<file path="config.mk">
export PLATFORM = sky130hd
export DESIGN_NAME = sst_seq_engine
export DESIGN_NICKNAME = d
export VERILOG_FILES = /design/src/rtl/sst_seq_engine.sv
export SDC_FILE = /design/constraint.sdc
export NUM_CORES = 1
export LEC_CHECK = 0
export CAP_MARGIN = 40
export CORE_AREA = 2 2 75 77
export DETAILED_ROUTE_END_ITERATION = 12
export DIE_AREA = 0 0 77 79
export PLACE_DENSITY = 0.75
export SLEW_MARGIN = 20
export SYNTH_ARGS = -nofsm -noshare
export SYNTH_HDL_FRONTEND = slang
export SYNTH_SLANG_ARGS = --single-unit
</file>
<file path="constraint.sdc">
create_clock -name clk -period 1.7 [get_ports clk]
set_input_delay 0.34 -clock clk [delete_from_list [all_inputs] [get_ports clk]]
set_output_delay 0.34 -clock clk [all_outputs]
set_load 0.02 [all_outputs]
</file>
<file path="src/rtl/sst_seq_engine.sv">
// Save-state sequencer: the initiator on the mapper SST register bus.
// Save walks the identity byte and then regs 0..REG_CNT-1 out as a byte stream.
// Restore checks the identity byte and writes the remaining bytes back.
//
// state  | meaning
// -------+-------------------------------------------------------------
// IDLE   | waiting for save_req / rest_req
// S_SET  | save: load sst_addr (identity address first, then 0,1,..)
// S_CAP  | save: sst_addr settled, capture sst_di into out_data
// S_OUT  | save: out_valid held until the sink accepts the byte
// R_SET  | restore: point sst_addr at the identity address
// R_WAIT | restore: in_ready high, accept one byte
// R_WR   | restore: one-cycle sst_we_reg at the current sst_addr
// S_END  | release the bus, pulse done unless err
module sst_seq_engine #(
    parameter int REG_CNT  = 8,
    parameter int IDX_ADDR = 127
) (
    input  logic       clk,
    input  logic       map_rst,
    input  logic       save_req,
    input  logic       rest_req,
    output logic       busy,
    output logic       done,
    output logic       err,
    output logic       sst_act,
    output logic [7:0] sst_addr,
    output logic [7:0] sst_dato,
    output logic       sst_we_reg,
    input  logic [7:0] sst_di,
    output logic [7:0] out_data,
    output logic       out_valid,
    input  logic       out_ready,
    input  logic [7:0] in_data,
    input  logic       in_valid,
    output logic       in_ready
);

    // The register index must fit below the identity address without wrapping.
    if (REG_CNT < 1 || REG_CNT > 126 || IDX_ADDR < REG_CNT || IDX_ADDR > 255) begin : g_bad_param
        $error("sst_seq_engine: REG_CNT must be 1..126 and IDX_ADDR in REG_CNT..255");
    end

    localparam logic [7:0] IDX_A    = 8'(IDX_ADDR);
    localparam logic [7:0] LAST_A   = 8'(REG_CNT - 1);
    localparam logic [7:0] LAST_CNT = 8'(REG_CNT);

    typedef enum logic [2:0] {
        IDLE, S_SET, S_CAP, S_OUT, R_SET, R_WAIT, R_WR, S_END
    } state_t;

    state_t     state, state_nx;
    logic [7:0] cnt;      // save: bytes already handed out (0 = identity byte next)
    logic       first_q;  // restore: next accepted byte is the identity byte

    // State register.
    always_ff @(posedge clk) begin
        if (map_rst) state <= IDLE;
        else         state <= state_nx;
    end

    // Next-state decode and state-derived strobes.
    always_comb begin
        state_nx   = state;
        busy       = 1'b0;
        sst_act    = 1'b0;
        in_ready   = 1'b0;
        sst_we_reg = 1'b0;
        done       = 1'b0;
        case (state)
            IDLE: begin
                if (save_req)      state_nx = S_SET;
                else if (rest_req) state_nx = R_SET;
            end
            S_SET: begin
                busy = 1'b1; sst_act = 1'b1;
                state_nx = S_CAP;
            end
            S_CAP: begin
                busy = 1'b1; sst_act = 1'b1;
                state_nx = S_OUT;
            end
            S_OUT: begin
                busy = 1'b1; sst_act = 1'b1;
                if (out_valid && out_ready)
                    state_nx = (cnt == LAST_CNT) ? S_END : S_SET;
            end
            R_SET: begin
                busy = 1'b1; sst_act = 1'b1;
                state_nx = R_WAIT;
            end
            R_WAIT: begin
                busy = 1'b1; sst_act = 1'b1; in_ready = 1'b1;
                if (in_valid) begin
                    if (!first_q)              state_nx = R_WR;
                    else if (in_data != sst_di) state_nx = S_END;
                end
            end
            R_WR: begin
                busy = 1'b1; sst_act = 1'b1; sst_we_reg = 1'b1;
                state_nx = (sst_addr == LAST_A) ? S_END : R_WAIT;
            end
            S_END: begin
                done     = !err;
                state_nx = IDLE;
            end
            default: state_nx = IDLE;
        endcase
    end

    // Datapath: address walk, capture/stream registers and the sticky error.
    always_ff @(posedge clk) begin
        if (map_rst) begin
            cnt       <= 8'd0;
            first_q   <= 1'b0;
            sst_addr  <= 8'd0;
            sst_dato  <= 8'd0;
            out_data  <= 8'd0;
            out_valid <= 1'b0;
            err       <= 1'b0;
        end else begin
            case (state)
                IDLE: begin
                    if (save_req || rest_req) begin
                        err     <= 1'b0;
                        cnt     <= 8'd0;
                        first_q <= 1'b1;
                    end
                end
                S_SET: sst_addr <= (cnt == 8'd0) ? IDX_A : 8'(cnt - 8'd1);
                S_CAP: begin
                    out_data  <= sst_di;
                    out_valid <= 1'b1;
                end
                S_OUT: begin
                    if (out_ready) begin
                        out_valid <= 1'b0;
                        cnt       <= 8'(cnt + 8'd1);
                    end
                end
                R_SET: sst_addr <= IDX_A;
                R_WAIT: begin
                    if (in_valid) begin
                        if (first_q) begin
                            first_q <= 1'b0;
                            if (in_data != sst_di) err      <= 1'b1;
                            else                   sst_addr <= 8'd0;
                        end else begin
                            sst_dato <= in_data;
                        end
                    end
                end
                R_WR: begin
                    if (sst_addr != LAST_A) sst_addr <= 8'(sst_addr + 8'd1);
                end
                default: ;
            endcase
        end
    end

endmodule

</file>
==> results summary, run 1 <==
The endpoint of the worst register-to-register path is sst_addr[7]. For this run, the post-layout net count is 400. The number of enable-type register cells in the synthesized netlist came out at 0. The TritonCTS buffer count is 5. The flop and latch count out of synthesis came out at 38. Among all stages on the critical path, the largest delay is contributed by dfxtp_2. The average cell area after synthesis is 8.307 um^2. The floorplan has 27 rows.

The post-detailed-placement cell area came out at 3196 um^2. The post-route fraction of the period consumed by the critical path came out at 99.22%. The final clock skew came out at 4.501 ps. Setup repair after global routing could not meet its margin everywhere.

TritonCTS built the clock tree. The synthesized netlist occupies a cell area of 2326 um^2. The maximum cell stage delay along the critical path came out at 320 ps. Synthesis handed over a netlist of 280 instances.

The total routing resource utilization after global routing came out at 23.01%. During I/O placement, the number of pins put on the boundary was 53. The tightest slew margin relative to the limit came out at 73.73%. The routed wire length per instance came out at 16.02 um. The routed layout has 2,466 vias. For this run, design rule violations remaining after detail routing come to 0. The clock latency on the worst-skew pair is 290 ps. Derived from the worst setup path, the maximum achievable clock frequency is 0.5928 GHz.

The clock root buffer master is clkbuf_8. The main combinational cell family by area after synthesis is simple AND/OR/NAND/NOR gates. The number of vias per cell came out at 5.542. The count of nets left with antenna violations once routing finished came out at 0.

The share of synthesized cell area in full adder, half adder and majority cells is 2.152%. At the worst endpoint, the required time is 1890 ps. The H-tree depth reported by CTS is 2. The signal on the critical path passes through ha_2, and4bb_1, a21oi_2, buf_4, o22ai_4, buf_4, o41ai_2. The first global-routing pass estimated 11,240 um of wire.

The part of the Yosys area used for sequential elements came out at 32.71%. The final worst-path setup slack came out at 13.23 ps. The worst setup slack for register-to-register paths came out at 10 ps.

The die is 79 um tall. Of the post-synthesis cell area, the part taken by muxes is 3.443%. The post-synthesis simple-gate area fraction came out at 25.50%.

The iteration-0 DRC count of the detailed router is 153. The launch point of the worst path is sst_addr[0]. The routed wire length is 7129 um. The source of the worst hold timing path is sst_di[6]. The die is 77 um wide. Max-cap violations in this run came to 0. The worst register-to-register path begins at sst_addr[0]. The most used flip-flop cell after synthesis is dfxtp_1. The minimum hold slack came out at 404.6 ps. The count of inserted antenna diode cells is 0. The cell area after layout came out at 3472 um^2. The sum of overflow across all layers after global routing is 0.

The cts-stage hold buffer count came out at 0. The clock drives 38 sinks. The worst reg-to-reg path cell count came out at 7. The count of unique library cells instantiated by Yosys is 66. The flow ran to the end, and the final reports show no timing, DRC or antenna violations.

The tightest min-delay check is of the primary input to flop type. The die covers 6083 um^2. Setup violations remaining at the end of the flow were counted as 0. The clock passes through at most 2 buffers. The count of non-filler cells in the finished layout came out at 445. In this run the worst setup path terminates at sst_addr[7].

The total half-perimeter wirelength after legalization and detailed placement is 5058 um. The synthesis-to-layout area growth is 49.27%. Entering global routing, the biggest net connects 14 pins. For this configuration, the core starts out at a cell density of 43.58%.

The final period demand of the worst path is 1687 ps. The data arrival time of the worst path came out at 1880 ps. Counting tap cells, the placed design contains a total of 432 instances. The element type at the critical path end is a flop. The areal power density over the cells is 1539 nW/um^2. The type of origin of the critical path is a flop.

For this design the static power due to leakage is 1.393 nW. Summed over all failing endpoints, the final setup total negative slack is 0 ps. The routability-driven placement congestion ratio came out at 0.9405. The maximum ir drop on the vdd rail is 0.7377 mV. The yosys synthesis warning count is 0. The worst setup slack before clock tree synthesis is -518.5 ps.

The cell family with the largest share of critical-path delay is compound AO/OA/AOI/OAI gates. Cells with a size suffix above 1 make up 31.64% of the layout. After clock tree synthesis, the clock-pin slew on the worst setup and hold paths is 70 ps. The number of antenna violations at the first check in global routing is 0.

Summing the areas of all compound-gate instances in the mapped netlist gives 22.92% of the synthesized area. The count of cell instances traversed by the critical path is 7. The transition time of the tightest slew-check pin is 391.0 ps. The total of buffers placed on input and output ports is 52. The count of TritonRoute iterations in the first routing pass came out at 4. In this design, the critical path's most frequently occurring cell is buf_4.

Of the total synthesized cell area, the portion taken by XOR and XNOR cells is 8.069%. The final-report hold violation count is 0. The number of global-route vias before repair is 2,449. After synthesis, the share of flip-flops with an asynchronous set or reset is 0%. The final number of max-transition violations came out at 0. The number of nets in the synthesized netlist is 306. By startpoint and endpoint, the worst setup path is classified as flop to flop. The area of the core is 5338 um^2.

The highest fanout seen on the critical path is 3. The total buffers and inverters traversed by the critical path came out at 2. The number of filler instances in the final layout is 462.
[sequential cells by signal (all words and copies together) (netlist names)]
register	cells
first_q	1
state	3
out_data	8
sst_addr	8
out_valid	1
err	1
sst_dato	8
cnt	8
[stage by stage]
| step | utilization, % | total power, mW |
|---|---|---|
| floorplan | - | 3.075 |
| detailed placement | 59.87 | 4.326 |
| global placement | 59.87 | 4.261 |
| global route | 65.05 | 5.663 |
| CTS | 62.17 | 5.006 |
| finish | 65.05 | 5.344 |
[logic make-up (layout without fill, tap and decap cells)]
| group | Yosys count | in the layout |
|---|---|---|
| xor gates and xnor gates | 18 | 18 |
| and+or+nand+nor | 113 | 113 |
| buffers and inverters | 26 | 119 |
| AOI/OAI and AO/OA | 73 | 73 |
| DFF | 38 | 38 |
| adders and majority gates | 4 | 4 |
| muxes | 8 | 8 |
[synthesized netlist by cell type, drive strengths merged, types with 2 or more instances]
cell,number,area share [%]
a211o,2,0.75
a211oi,4,1.7
a21boi,2,0.65
a21oi,29,6.4
a311oi,2,1.0
a31o,2,0.75
a31oi,5,1.3
and3,3,0.86
and3b,2,0.75
buf,10,2.6
clkbuf,6,0.97
dfxtp,38,33
ha,4,2.2
inv,10,1.6
mux2i,8,3.4
nand2,30,4.9
nand2b,3,0.81
nand3,7,1.5
nand3b,2,0.65
nand4,6,1.9
nor2,37,6.4
nor3,9,2.2
nor3b,2,0.86
nor4,4,1.3
o21ai,9,1.9
o22ai,3,1.1
o311a,2,0.86
o41ai,2,1.4
or2,3,0.81
xnor2,17,7.7
[power breakdown]
| part | leakage [nW] | switching (mW) | internal (mW) |
|---|---|---|---|
| logic | 1.04 | 1.84 | 1.56 |
| registers | 0.313 | 0.206 | 1.12 |
| clock network | 0.0431 | 0.309 | 0.313 |
[cells in the final DEF (no fill, tap or decap), types with 6 or more instances in the layout]
master / synthesis / layout
a21oi_1: 28 / 24
buf_4: 2 / 50
clkbuf_8: 0 / 6
clkdlybuf4s50_1: 0 / 22
dfxtp_1: 38 / 31
dlygate4sd2_1: 0 / 17
inv_1: 10 / 8
mux2i_1: 8 / 8
nand2_1: 29 / 29
nand3_1: 7 / 6
nor2_1: 35 / 34
nor3_1: 8 / 7
xnor2_1: 13 / 13
[layout make-up]
cell class,count,area [um^2],area share (%)
clock buffer,6,82.58,2.378
inverter,10,37.54,1.081
multi-input combinational,216,1602,46.13
sequential,38,774.5,22.31
tap,72,90.09,2.595
timing repair buffer,103,885.9,25.51
[layer usage]
layer / vias to the layer above / part of all wire [%] / track usage [%] / wire length [um]
li1: 1191 / - / - / -
met1: 1168 / 42 / 27.05 / 2981
met3: 21 / 5.0 / 4.659 / 358
met2: 86 / 50 / 40.35 / 3563
met5: - / 0 / 0 / 0
met4: 0 / 3.2 / 10.89 / 225
[how the worst min path moves through the flow]
stage | to | slack, ps | depth (start not counted)
2_1_floorplan | out_data[0] | 480 | 2
3_3_place_gp | out_data[7] | 440 | 2
3_5_place_dp | out_data[7] | 450 | 2
4_1_cts | out_data[6] | 450 | 3
5_1_grt | out_data[6] | 420 | 3
6_report | out_data[6] | 400 | 3
[tightest hold or removal path, delay by kind of cell]
kind,cells,cell delay [ps]
AOI/OAI and AO/OA,1,50
buffers and inverters,1,190
and+or+nand+nor,1,70
[what timing repair did]
| action | CTS | global route |
|---|---|---|
| buffers inserted | 3 | 4 |
| setup endpoints to repair | 33 | 25 |
| pin swaps | 7 | 21 |
| endpoints found under the hold margin | 0 | 0 |
| gates resized for setup | 48 | 45 |
(Power assumes the default switching activity.)
==> run 2, diff against run 1 <==
--- a/config.mk
+++ b/config.mk
@@ -10,6 +10,7 @@
 export DETAILED_ROUTE_END_ITERATION = 12
 export DIE_AREA = 0 0 77 79
 export PLACE_DENSITY = 0.75
+export SETUP_SLACK_MARGIN = 0.3
 export SLEW_MARGIN = 20
 export SYNTH_ARGS = -nofsm -noshare
 export SYNTH_HDL_FRONTEND = slang
==> results summary, run 2 (synthesis results as in run 1) <==
The areal power density over the cells came out at 1699 nW/um^2. The initialized floorplan defines 27 standard-cell rows. The die is 79 um tall. The area taken by multi-input logic gates came out at 1863 um^2.

The number of vias per cell is 5.998. The data arrival time of the worst path came out at 1940 ps. Setup repair after global routing could not meet its margin everywhere.

The minimum hold slack came out at 269.2 ps. After detailed routing, the number of remaining DRC violations is 0. The highest attainable clock frequency came out at 0.5824 GHz. The number of antenna violations at the first check in global routing came out at 0.

The final layout contains routed wiring with a total length of 9151 um. CTS saw 38 sinks. Clock latency on the worst-skew pair, taken at its later pin, is 300 ps. CTS placed an instance of clkbuf_8 at the clock tree root. The wire length on met3 is 698 um.

The final-report hold violation count is 0. The count of inserted antenna diode cells is 0. The final worst-path setup slack is -16.96 ps. The die covers 6083 um^2. The cts-stage hold buffer count came out at 0. STA classifies the critical path startpoint as a flop. The I/O pin count is 53. For this run the aggregate overflow at the end of global routing stands at 0. In this run the top signal layer used is met4. The most common cell after layout, fill and taps aside is buf_4.

The slowest stage of the critical path belongs to the cell dfxtp_2. The iteration-0 DRC count of the detailed router came out at 317. The library cells used most frequently in the layout, excluding fill and tap cells, are buf_4, nor2_1, buf_6. The run finished, with violations left.

The highest fanout seen on the critical path is 3. Together, buffers and inverters on the worst path number 1. The critical path goes through inv_2, ha_4, nor4b_4, nor3_1, a311oi_1, o21ai_1, a311oi_2. The post-layout net count is 419. The detailed-route wire length on metal 1 came out at 3493 um. Dividing the final minimum period by the clock period gives 101.0%. The kind of cell with the highest combined delay along the critical path is compound AO/OA/AOI/OAI gates. The total of buffers placed on input and output ports came out at 52.

The final clock skew is 10.48 ps. The final number of max-transition violations is 0. The number of global-route vias before repair is 2,522. The pin count of the biggest net entering global routing came out at 23.

The final period demand of the worst path is 1717 ps. Routability-driven placement finished with a final weighted congestion of 0.9316. The final reports fail on setup timing. For the pin with the worst max-slew slack, the measured transition is 359.3 ps. The synthesis-to-layout area growth is 70.15%. The initial core utilization came out at 43.58%. The post-CTS clock slew at the launch and capture registers of the worst setup and hold paths is 90 ps. The critical path starts at cnt[1].

In this run the critical register-to-register path is launched from cnt[1]. The routed wire length per instance is 19.64 um. The area of the core is 5338 um^2. The via count of the routed design is 2,795. STA classifies the critical path endpoint as a flop. The sum of internal, switching and leakage power is 6.722 mW. Before CTS, the worst setup slack after placement is -450.1 ps. The first global-routing pass estimated 12,040 um of wire. By startpoint and endpoint, the worst setup path is classified as flop to flop.

The wire-length estimate of the detail-placed layout is 4921 um. The H-tree depth reported by CTS came out at 2. Buffers inserted during clock tree synthesis total 5. The tightest slew margin relative to the limit came out at 75.99%. The count of TritonRoute iterations in the first routing pass came out at 9. The total routing resource utilization after global routing came out at 24.43%.

The number of filler instances in the final layout came out at 383. The met2 layer wire length in the routed design came out at 4535 um. Data on the critical path is required at its endpoint by 1920 ps. The final-report setup violation count is 3.

Registers take 789.5 um^2. The path class of the tightest hold or removal check is primary input to flop. The source of the worst hold timing path is sst_di[4]. The number of nets still failing antenna checks after routing is 0.

The number of maximum-capacitance violations is 0. In this design, the stage delay of the slowest critical-path cell is 340 ps. The fraction of final layout cells with drive strength greater than 1 came out at 50.76%. The worst-case clock buffer depth is 2.

TritonCTS built the clock tree. The die span in x came out at 77 um. The maximum ir drop on the vdd rail is 0.7875 mV. The static power due to leakage is 1.595 nW.
## run 2: cell count changes in the layout (fill, tap and decap cells not counted), sizes merged
cell / delta
clkdlybuf4s15: +3
clkinv: +1
dlygate4sd2: +4
dlymetal6s2s: -5
clkbuf: +5
buf: +33
clkdlybuf4s50: -20
## run 2: what timing repair did
item / in CTS / in global routing
endpoints found under the setup margin: 60 / 49
pin swaps: 51 / 47
resized for setup: 169 / 73
setup buffers: 22 / 11
## run 2: worst min-delay path, delay by kind of cell
kind	cells	cell delay [ps]
simple gates	1	40
compound gates	1	50
buf+inv	1	90
## run 2: final cells by class
type                            instances  share of cell area, %
Sequential cell                        38                  19.95
Tap cell                               72                  2.276
Multi-Input combinational cell        216                  47.08
Clock buffer                            7                  3.003
Clock inverter                          1                 0.2213
Inverter                               10                  1.075
Timing Repair Buffer                  122                  26.40
## run 2: path summary, 6_finish.rpt
path / to / slack, ps / cells past startpoint
hold / removal: out_data[4] / 270 / 3
setup reg to reg: sst_addr[5] / -20 / 7
setup / recovery: sst_addr[5] / -20 / 7
hold reg to reg: out_data[0] / 450 / 2
## run 2: through the flow
stage | util, % | std cells | cell area [um^2] | setup TNS [ps]
after floorplan | - | 280 | 2459 | 0
after global placement | 60.24 | 425 | 3216 | -5379
after detailed placement | 60.24 | 425 | 3216 | -6153
after CTS | 68.24 | 455 | 3642 | 0
after global routing | 74.14 | 466 | 3958 | -404.0
final | 74.14 | 466 | 3958 | -25.09
## run 2: power by group
part | internal, mW | switching (mW)
Sequential | 1.14 | 0.286
Clock | 0.470 | 0.371
Combinational | 2.13 | 2.32
## run 2: metal layers
metal,vias to the layer above,GRT usage [%]
met3,49,5.114
li1,1243,-
met2,165,43.51
met1,1338,29.46
met4,0,8.036
met5,-,0
==> run 3, diff against run 2 <==
--- a/config.mk
+++ b/config.mk
@@ -9,6 +9,7 @@
 export CORE_AREA = 2 2 75 77
 export DETAILED_ROUTE_END_ITERATION = 12
 export DIE_AREA = 0 0 77 79
+export GPL_TIMING_DRIVEN = 1
 export PLACE_DENSITY = 0.75
 export SETUP_SLACK_MARGIN = 0.3
 export SLEW_MARGIN = 20
==> results of run 3 <==
Final layout, timing and power as in run 2 (identical DEF).
